--- src/rtl/ecc_serial_loader_if.sv ---
// Handshake and serial-operand bundle between the pin-level wrapper and the ECC loader.
// Optional o_proto_err member present when ECC_LOADER_PROTO_ERR_EN is defined.
interface ecc_serial_loader_if #(
  parameter int unsigned MAX_BITS = 128
);
  logic                i_data_valid;
  logic                i_mode;
  logic                i_a;
  logic                i_prime;
  logic                i_Px;
  logic                i_Py;
  logic                i_m;
  logic                i_load_ready;
  logic                o_load_valid;
  logic                o_load_kind;
  logic [1:0]          o_mode;
  logic [MAX_BITS-1:0] o_a;
  logic [MAX_BITS-1:0] o_prime;
  logic [MAX_BITS-1:0] o_Px;
  logic [MAX_BITS-1:0] o_Py;
  logic [MAX_BITS-1:0] o_m;
  logic                o_busy;
`ifdef ECC_LOADER_PROTO_ERR_EN
  logic                o_proto_err;
`endif

  // Loader side: consumes the serial stream, produces operands.
  modport slave (
    input  i_data_valid, i_mode, i_a, i_prime, i_Px, i_Py, i_m, i_load_ready,
`ifdef ECC_LOADER_PROTO_ERR_EN
    output o_proto_err,
`endif
    output o_load_valid, o_load_kind, o_mode, o_a, o_prime, o_Px, o_Py, o_m, o_busy
  );

  // Wrapper / bench side.
  modport master (
    output i_data_valid, i_mode, i_a, i_prime, i_Px, i_Py, i_m, i_load_ready,
`ifdef ECC_LOADER_PROTO_ERR_EN
    input  o_proto_err,
`endif
    input  o_load_valid, o_load_kind, o_mode, o_a, o_prime, o_Px, o_Py, o_m, o_busy
  );
endinterface

--- src/rtl/ecc_serial_loader.sv ---
// Bit-serial MSB-first operand deserializer feeding the ECC point-multiplication core.
// Full frames carry mode + a, prime, Px, Py, m; point-only frames reload Px/Py only.
// Optional macro ECC_LOADER_PROTO_ERR_EN adds a sticky stray-strobe flag and a transfer counter.
module ecc_serial_loader #(
  parameter int unsigned MAX_BITS = 128,
  parameter int unsigned CNT_W    = 7
) (
  input logic                   clk,
  input logic                   rst,
  ecc_serial_loader_if.slave    bus
);

  localparam logic [2:0] StIdle   = 3'd0;
  localparam logic [2:0] StModeHi = 3'd1;
  localparam logic [2:0] StModeLo = 3'd2;
  localparam logic [2:0] StShift  = 3'd3;
  localparam logic [2:0] StHold   = 3'd4;

  logic [2:0]          state_q, state_d;
  logic [1:0]          mode_q, mode_d;
  logic [CNT_W-1:0]    cnt_q, cnt_d;
  logic                kind_q, kind_d;
  logic                full_seen_q, full_seen_d;
  logic [MAX_BITS-1:0] a_q, a_d, p_q, p_d, px_q, px_d, py_q, py_d, m_q, m_d;
  logic                xfer;

  // Index of the last bit for a width mode; widths beyond MAX_BITS saturate.
  function automatic logic [CNT_W-1:0] last_bit(input logic [1:0] mode);
    int unsigned n;
    case (mode)
      2'b00:   n = 16;
      2'b01:   n = 32;
      2'b10:   n = 64;
      default: n = 128;
    endcase
    if (n > MAX_BITS) n = MAX_BITS;
    return CNT_W'(n - 1);
  endfunction

  assign xfer = (state_q == StHold) && bus.i_load_ready;

  // Frame sequencing and operand assembly.
  always_comb begin
    state_d     = state_q;
    mode_d      = mode_q;
    cnt_d       = cnt_q;
    kind_d      = kind_q;
    full_seen_d = full_seen_q;
    a_d         = a_q;
    p_d         = p_q;
    px_d        = px_q;
    py_d        = py_q;
    m_d         = m_q;
    case (state_q)
      StIdle: begin
        if (bus.i_data_valid) begin
          if (!full_seen_q) begin
            state_d = StModeHi;
          end else begin
            // Point-only frame reuses the stored mode and curve parameters.
            px_d    = '0;
            py_d    = '0;
            cnt_d   = last_bit(mode_q);
            kind_d  = 1'b1;
            state_d = StShift;
          end
        end
      end
      StModeHi: begin
        mode_d[1] = bus.i_mode;
        state_d   = StModeLo;
      end
      StModeLo: begin
        mode_d[0] = bus.i_mode;
        // Clearing here provides the zero-extension above N bits.
        a_d       = '0;
        p_d       = '0;
        px_d      = '0;
        py_d      = '0;
        m_d       = '0;
        cnt_d     = last_bit({mode_q[1], bus.i_mode});
        kind_d    = 1'b0;
        state_d   = StShift;
      end
      StShift: begin
        px_d = {px_q[MAX_BITS-2:0], bus.i_Px};
        py_d = {py_q[MAX_BITS-2:0], bus.i_Py};
        if (!kind_q) begin
          a_d = {a_q[MAX_BITS-2:0], bus.i_a};
          p_d = {p_q[MAX_BITS-2:0], bus.i_prime};
          m_d = {m_q[MAX_BITS-2:0], bus.i_m};
        end
        if (cnt_q == '0) state_d = StHold;
        else             cnt_d   = cnt_q - 1'b1;
      end
      StHold: begin
        if (bus.i_load_ready) begin
          state_d = StIdle;
          if (!kind_q) full_seen_d = 1'b1;
        end
      end
      default: state_d = StIdle;
    endcase
  end

  // State and operand registers with synchronous reset.
  always_ff @(posedge clk) begin
    if (rst) begin
      state_q     <= StIdle;
      mode_q      <= '0;
      cnt_q       <= '0;
      kind_q      <= 1'b0;
      full_seen_q <= 1'b0;
      a_q         <= '0;
      p_q         <= '0;
      px_q        <= '0;
      py_q        <= '0;
      m_q         <= '0;
    end else begin
      state_q     <= state_d;
      mode_q      <= mode_d;
      cnt_q       <= cnt_d;
      kind_q      <= kind_d;
      full_seen_q <= full_seen_d;
      a_q         <= a_d;
      p_q         <= p_d;
      px_q        <= px_d;
      py_q        <= py_d;
      m_q         <= m_d;
    end
  end

  assign bus.o_load_valid = (state_q == StHold);
  assign bus.o_load_kind  = kind_q;
  assign bus.o_mode       = mode_q;
  assign bus.o_a          = a_q;
  assign bus.o_prime      = p_q;
  assign bus.o_Px         = px_q;
  assign bus.o_Py         = py_q;
  assign bus.o_m          = m_q;
  assign bus.o_busy       = (state_q != StIdle);

`ifdef ECC_LOADER_PROTO_ERR_EN
  logic        proto_err_q;
  logic [31:0] frame_cnt_q;

  // Sticky stray-strobe flag and accepted-transfer counter.
  always_ff @(posedge clk) begin
    if (rst) begin
      proto_err_q <= 1'b0;
      frame_cnt_q <= '0;
    end else begin
      if (bus.i_data_valid && (state_q != StIdle)) proto_err_q <= 1'b1;
      if (xfer) frame_cnt_q <= frame_cnt_q + 32'd1;
    end
  end

  assign bus.o_proto_err = proto_err_q;
`else
  logic unused_xfer;
  assign unused_xfer = xfer;
`endif

endmodule

--- src/flat_wrapper.sv ---
// flat-port wrapper written by rule: the top's interface ports become plain ports
module ecc_serial_loader_flat 
#(
  parameter int unsigned MAX_BITS = 128,
  parameter int unsigned CNT_W    = 7
)
  (clk, rst, bus_i_data_valid, bus_i_mode, bus_i_a, bus_i_prime, bus_i_Px, bus_i_Py, bus_i_m, bus_i_load_ready, bus_o_load_valid, bus_o_load_kind, bus_o_mode, bus_o_a, bus_o_prime, bus_o_Px, bus_o_Py, bus_o_m, bus_o_busy);
  ecc_serial_loader_if #(.MAX_BITS(MAX_BITS)) bus_i ();
  input logic clk;
  input logic rst;
  input wire logic [$bits(bus_i.i_data_valid)-1:0] bus_i_data_valid;
  input wire logic [$bits(bus_i.i_mode)-1:0] bus_i_mode;
  input wire logic [$bits(bus_i.i_a)-1:0] bus_i_a;
  input wire logic [$bits(bus_i.i_prime)-1:0] bus_i_prime;
  input wire logic [$bits(bus_i.i_Px)-1:0] bus_i_Px;
  input wire logic [$bits(bus_i.i_Py)-1:0] bus_i_Py;
  input wire logic [$bits(bus_i.i_m)-1:0] bus_i_m;
  input wire logic [$bits(bus_i.i_load_ready)-1:0] bus_i_load_ready;
  output wire logic [$bits(bus_i.o_load_valid)-1:0] bus_o_load_valid;
  output wire logic [$bits(bus_i.o_load_kind)-1:0] bus_o_load_kind;
  output wire logic [$bits(bus_i.o_mode)-1:0] bus_o_mode;
  output wire logic [$bits(bus_i.o_a)-1:0] bus_o_a;
  output wire logic [$bits(bus_i.o_prime)-1:0] bus_o_prime;
  output wire logic [$bits(bus_i.o_Px)-1:0] bus_o_Px;
  output wire logic [$bits(bus_i.o_Py)-1:0] bus_o_Py;
  output wire logic [$bits(bus_i.o_m)-1:0] bus_o_m;
  output wire logic [$bits(bus_i.o_busy)-1:0] bus_o_busy;
  assign bus_i.i_data_valid = bus_i_data_valid;
  assign bus_i.i_mode = bus_i_mode;
  assign bus_i.i_a = bus_i_a;
  assign bus_i.i_prime = bus_i_prime;
  assign bus_i.i_Px = bus_i_Px;
  assign bus_i.i_Py = bus_i_Py;
  assign bus_i.i_m = bus_i_m;
  assign bus_i.i_load_ready = bus_i_load_ready;
  assign bus_o_load_valid = bus_i.o_load_valid;
  assign bus_o_load_kind = bus_i.o_load_kind;
  assign bus_o_mode = bus_i.o_mode;
  assign bus_o_a = bus_i.o_a;
  assign bus_o_prime = bus_i.o_prime;
  assign bus_o_Px = bus_i.o_Px;
  assign bus_o_Py = bus_i.o_Py;
  assign bus_o_m = bus_i.o_m;
  assign bus_o_busy = bus_i.o_busy;
  ecc_serial_loader #(.MAX_BITS(MAX_BITS), .CNT_W(CNT_W)) u_core (.clk(clk), .rst(rst), .bus(bus_i));
endmodule
--- config.mk ---
export PLATFORM = sky130hd
export DESIGN_NAME = ecc_serial_loader_flat
export DESIGN_NICKNAME = d
export VERILOG_FILES = /design/src/rtl/ecc_serial_loader_if.sv /design/src/rtl/ecc_serial_loader.sv /design/src/flat_wrapper.sv
export SDC_FILE = /design/constraint.sdc
export NUM_CORES = 1
export LEC_CHECK = 0
export ABC_AREA = 0
export CELL_PAD_IN_SITES_DETAIL_PLACEMENT = 0
export CELL_PAD_IN_SITES_GLOBAL_PLACEMENT = 1
export CORE_AREA = 5 5 250 252
export DETAILED_ROUTE_END_ITERATION = 8
export DIE_AREA = 0 0 255 257
export DONT_BUFFER_PORTS = 1
export PLACE_DENSITY = 0.76
export SLEW_MARGIN = 5
export SYNTH_ARGS = -nofsm -noshare
export SYNTH_HDL_FRONTEND = slang
export SYNTH_SLANG_ARGS = --single-unit
--- constraint.sdc ---
create_clock -name clk -period 3.1 [get_ports clk]
set_input_delay 0.31 -clock clk [delete_from_list [all_inputs] [get_ports clk]]
set_output_delay 0.31 -clock clk [all_outputs]
set_load 0.01 [all_outputs]
==> results.md <==
- Clock Latency Late Sink: 0.61 ns
- DR pass1 iterations: 7
- Mapped Cells: 2667
- Avg Cell Area, Syn: about 8.6 um^2
- Grt ovf: 0
- Global Route Usage Sum: 0.2148
- Antenna Nets Post-Route: 0
- Slowest-stage cell, CP: dlygate4sd3_1
- RSZ-0062 raised after global routing: no
- FP Rows: 90
- Starting Density: 0.3821
- Worst-path clk slew: 0.06 ns
- Maximum clock rate: 347.9 MHz
- Total die area: 65540 um^2
- Multi-input logic area: between 8000 and 9000 um^2
- Fin crit period: 2.874 ns
- R2R Setup Slk: 0.23 ns
- Hold/Removal Path Class: primary input to register
- Bufs on Longest Clock Path: 3
- ANT cells: 0
- Synth Cell Area: 22890 um^2
- First-pass GRT wire length: 115.7 mm
- Total Power: around 19 mW
- Die Y: 257 um
- Largest net degree at the start of global routing: approximately 500
- Max Cap Viol: 0
- CTS tree: yes
- Critical-path cell list: and2b_2 -> a31oi_4 -> buf_4 -> a22oi_1 -> nor2_1 -> dlygate4sd3_1
- Top cells by area, synth: dfxtp_1, a21oi_1, nand3_1
- Final hold vios: 0
- CTS sink count: 654
- DR vias/cell: between 5 and 6
- HPWL after DPL: 45.13 mm
- Num CTS Buffers: 71
- Post-synth top area cell: dfxtp_1
- Placed Area: 23260 um^2
- Post-synth EDFFs: 0
- Count leader, synth: dfxtp_1
- Final period utilization: 0.9272
- Slew Viols, Final: 0
- Final worst setup slack: approximately 0.23 ns
- Vias: 20960
- Final std cells w/o fill: 3857
- CP max FO: 54
- GP Congestion: 0.8234
- Startpoint Class: register
- Pre-CTS setup slack: 0.8378 ns
- Register area: between 10000 and 15000 um^2
- Clock root cell: clkbuf_16
- Setup TNS Final: 0 ns
- Area share of the largest cell type after synthesis: 0.5720
- Routed len/inst: 19.64 um
- Synthesized flop and latch total: 654
- Delay of the slowest critical-path stage: 0.59 ns
- # DRC: 0
- Worst Path Arrival: 3.42 ns
- Fin area: 30770 um^2
- Power per cell area: 603.8 nW/um^2
- Register area share after synthesis: 0.5720
- # fillers: 5393
- Slew @ Worst Pin: around 1.1 ns
- CP Class: register to register
- Ports: 655
- Total Wirelength: 75.76 mm
- Chip Width: between 200 and 300 um
- Worst vdd ir: about 0.00047 V
- First DRT Iteration DRCs: 2060
- Nets@finish: between 3000 and 4000
- Post-synth cell types: 43
- Rel. slew slack: 0.2562
- Number of global-route vias before repair: 20050
- Layout area overhead: 34.43%
- Worst Path Required: 3.64 ns
- Ys async rst share: 0
- Status: completed
- Final Skew: 0.02382 ns
- Antenna violations before repair: 0
- Placed Cells: 3223
- Ratio of cells with drive above 1 in the final layout: 0.05463
- Leak: 11.71 nW
- Final core occ: 0.5137
- Ys Warns: 0
- Setup violators final: 0
- Synth Flop Type: dfxtp_1
- CP Capture Type: register
- Number of H-tree levels: 3
- Top cells by count, synth: dfxtp_1, nand2_1, a21oi_1
- Mapped Nets: 2678
- Core area: 59910 um^2
- Hold slack final: ~0.23 ns
- Port bufs: 0
==> cell type report <==
| class | count | share of cell area |
|---|---|---|
| well taps | 782 | 0.03180 |
| inverters | 3 | 0.0003659 |
| multi-input cells | 1747 | 0.2825 |
| repair buffers | 543 | 0.1807 |
| clock inverters | 34 | 0.01456 |
| flip-flops and latches | 654 | 0.4256 |
| clock buffers | 94 | 0.06449 |
==> layout by cell type, fill, tap and decap left out, types with 5 or more instances in the layout <==
cell             n
dlygate4sd3_1  505
nor3_1           5
buf_12          16
clkbuf_16       72
buf_4           21
bufinv_16        6
nand3_1        386
clkbuf_1        12
nor2_1         273
clkinv_2        16
nand2_1        394
clkbuf_8        10
a22oi_1        256
a21oi_1        392
dfxtp_1        653
==> report_power, final <==
part | internal, mW | switching [mW] | leakage (nW)
registers | 8.43 | 0.0378 | 5.27
logic | 0.307 | 1.14 | 5.24
clock network | 5.09 | 3.57 | 1.20
==> layer usage <==
metal  up-vias  GRT usage  wire length [um]
met5         -          0                 0
met4         0    0.08501              2817
met3       142    0.09776              8712
met2       789     0.3662             37090
met1     10080     0.2319             27150
li1       9952          -                 -
==> path summary, 6_finish.rpt <==
check                                                      from                               end  depth (start not counted)
worst max-delay path             u_core.state_q[2]$_SDFFE_PP0P_  u_core.bus.o_Px[84]$_SDFFE_PP0P_                          6
worst max register to register   u_core.state_q[2]$_SDFFE_PP0P_  u_core.bus.o_Px[84]$_SDFFE_PP0P_                          6
worst min register to register  u_core.bus.o_a[61]$_SDFFE_PP0P_   u_core.bus.o_a[61]$_SDFFE_PP0P_                          2
worst min-delay path                                 bus_i_mode      u_core.cnt_q[6]$_SDFFE_PP0P_                          5
==> what timing repair did <==
action	4_1_cts	5_1_grt
endpoints found under the hold margin	653	0
buffers inserted	0	0
hold buffers	506	0
gates resized for setup	0	0
==> flip-flops by register name (all words and copies together), names as in the netlist <==
name / count
u_core.state_q: 3
u_core.bus.o_a: 128
u_core.bus.o_prime: 128
u_core.bus.o_load_kind: 1
u_core.full_seen_q: 1
u_core.cnt_q: 7
u_core.bus.o_mode: 2
u_core.bus.o_Px: 128
u_core.bus.o_Py: 128
u_core.bus.o_m: 128
==> cells by family after synthesis <==
family	count (synthesis)	share of synthesized area
AO/OA/AOI/OAI	670	0.1768
XOR/XNOR	1	0.0003827
adder cells (fa/ha/maj)	1	0.0005465
buffers and inverters	266	0.04947
flip-flops	654	0.5720
multiplexers	2	0.0009292
AND/OR/NAND/NOR	1073	0.1999
==> critical path, delay by kind of cell (launching register included) <==
family	cells	cell delay [ns]
simple gates	2	0.49
flops	1	0.51
compound gates	2	0.63
buf+inv	2	1.15
(Power assumes the default switching activity.)
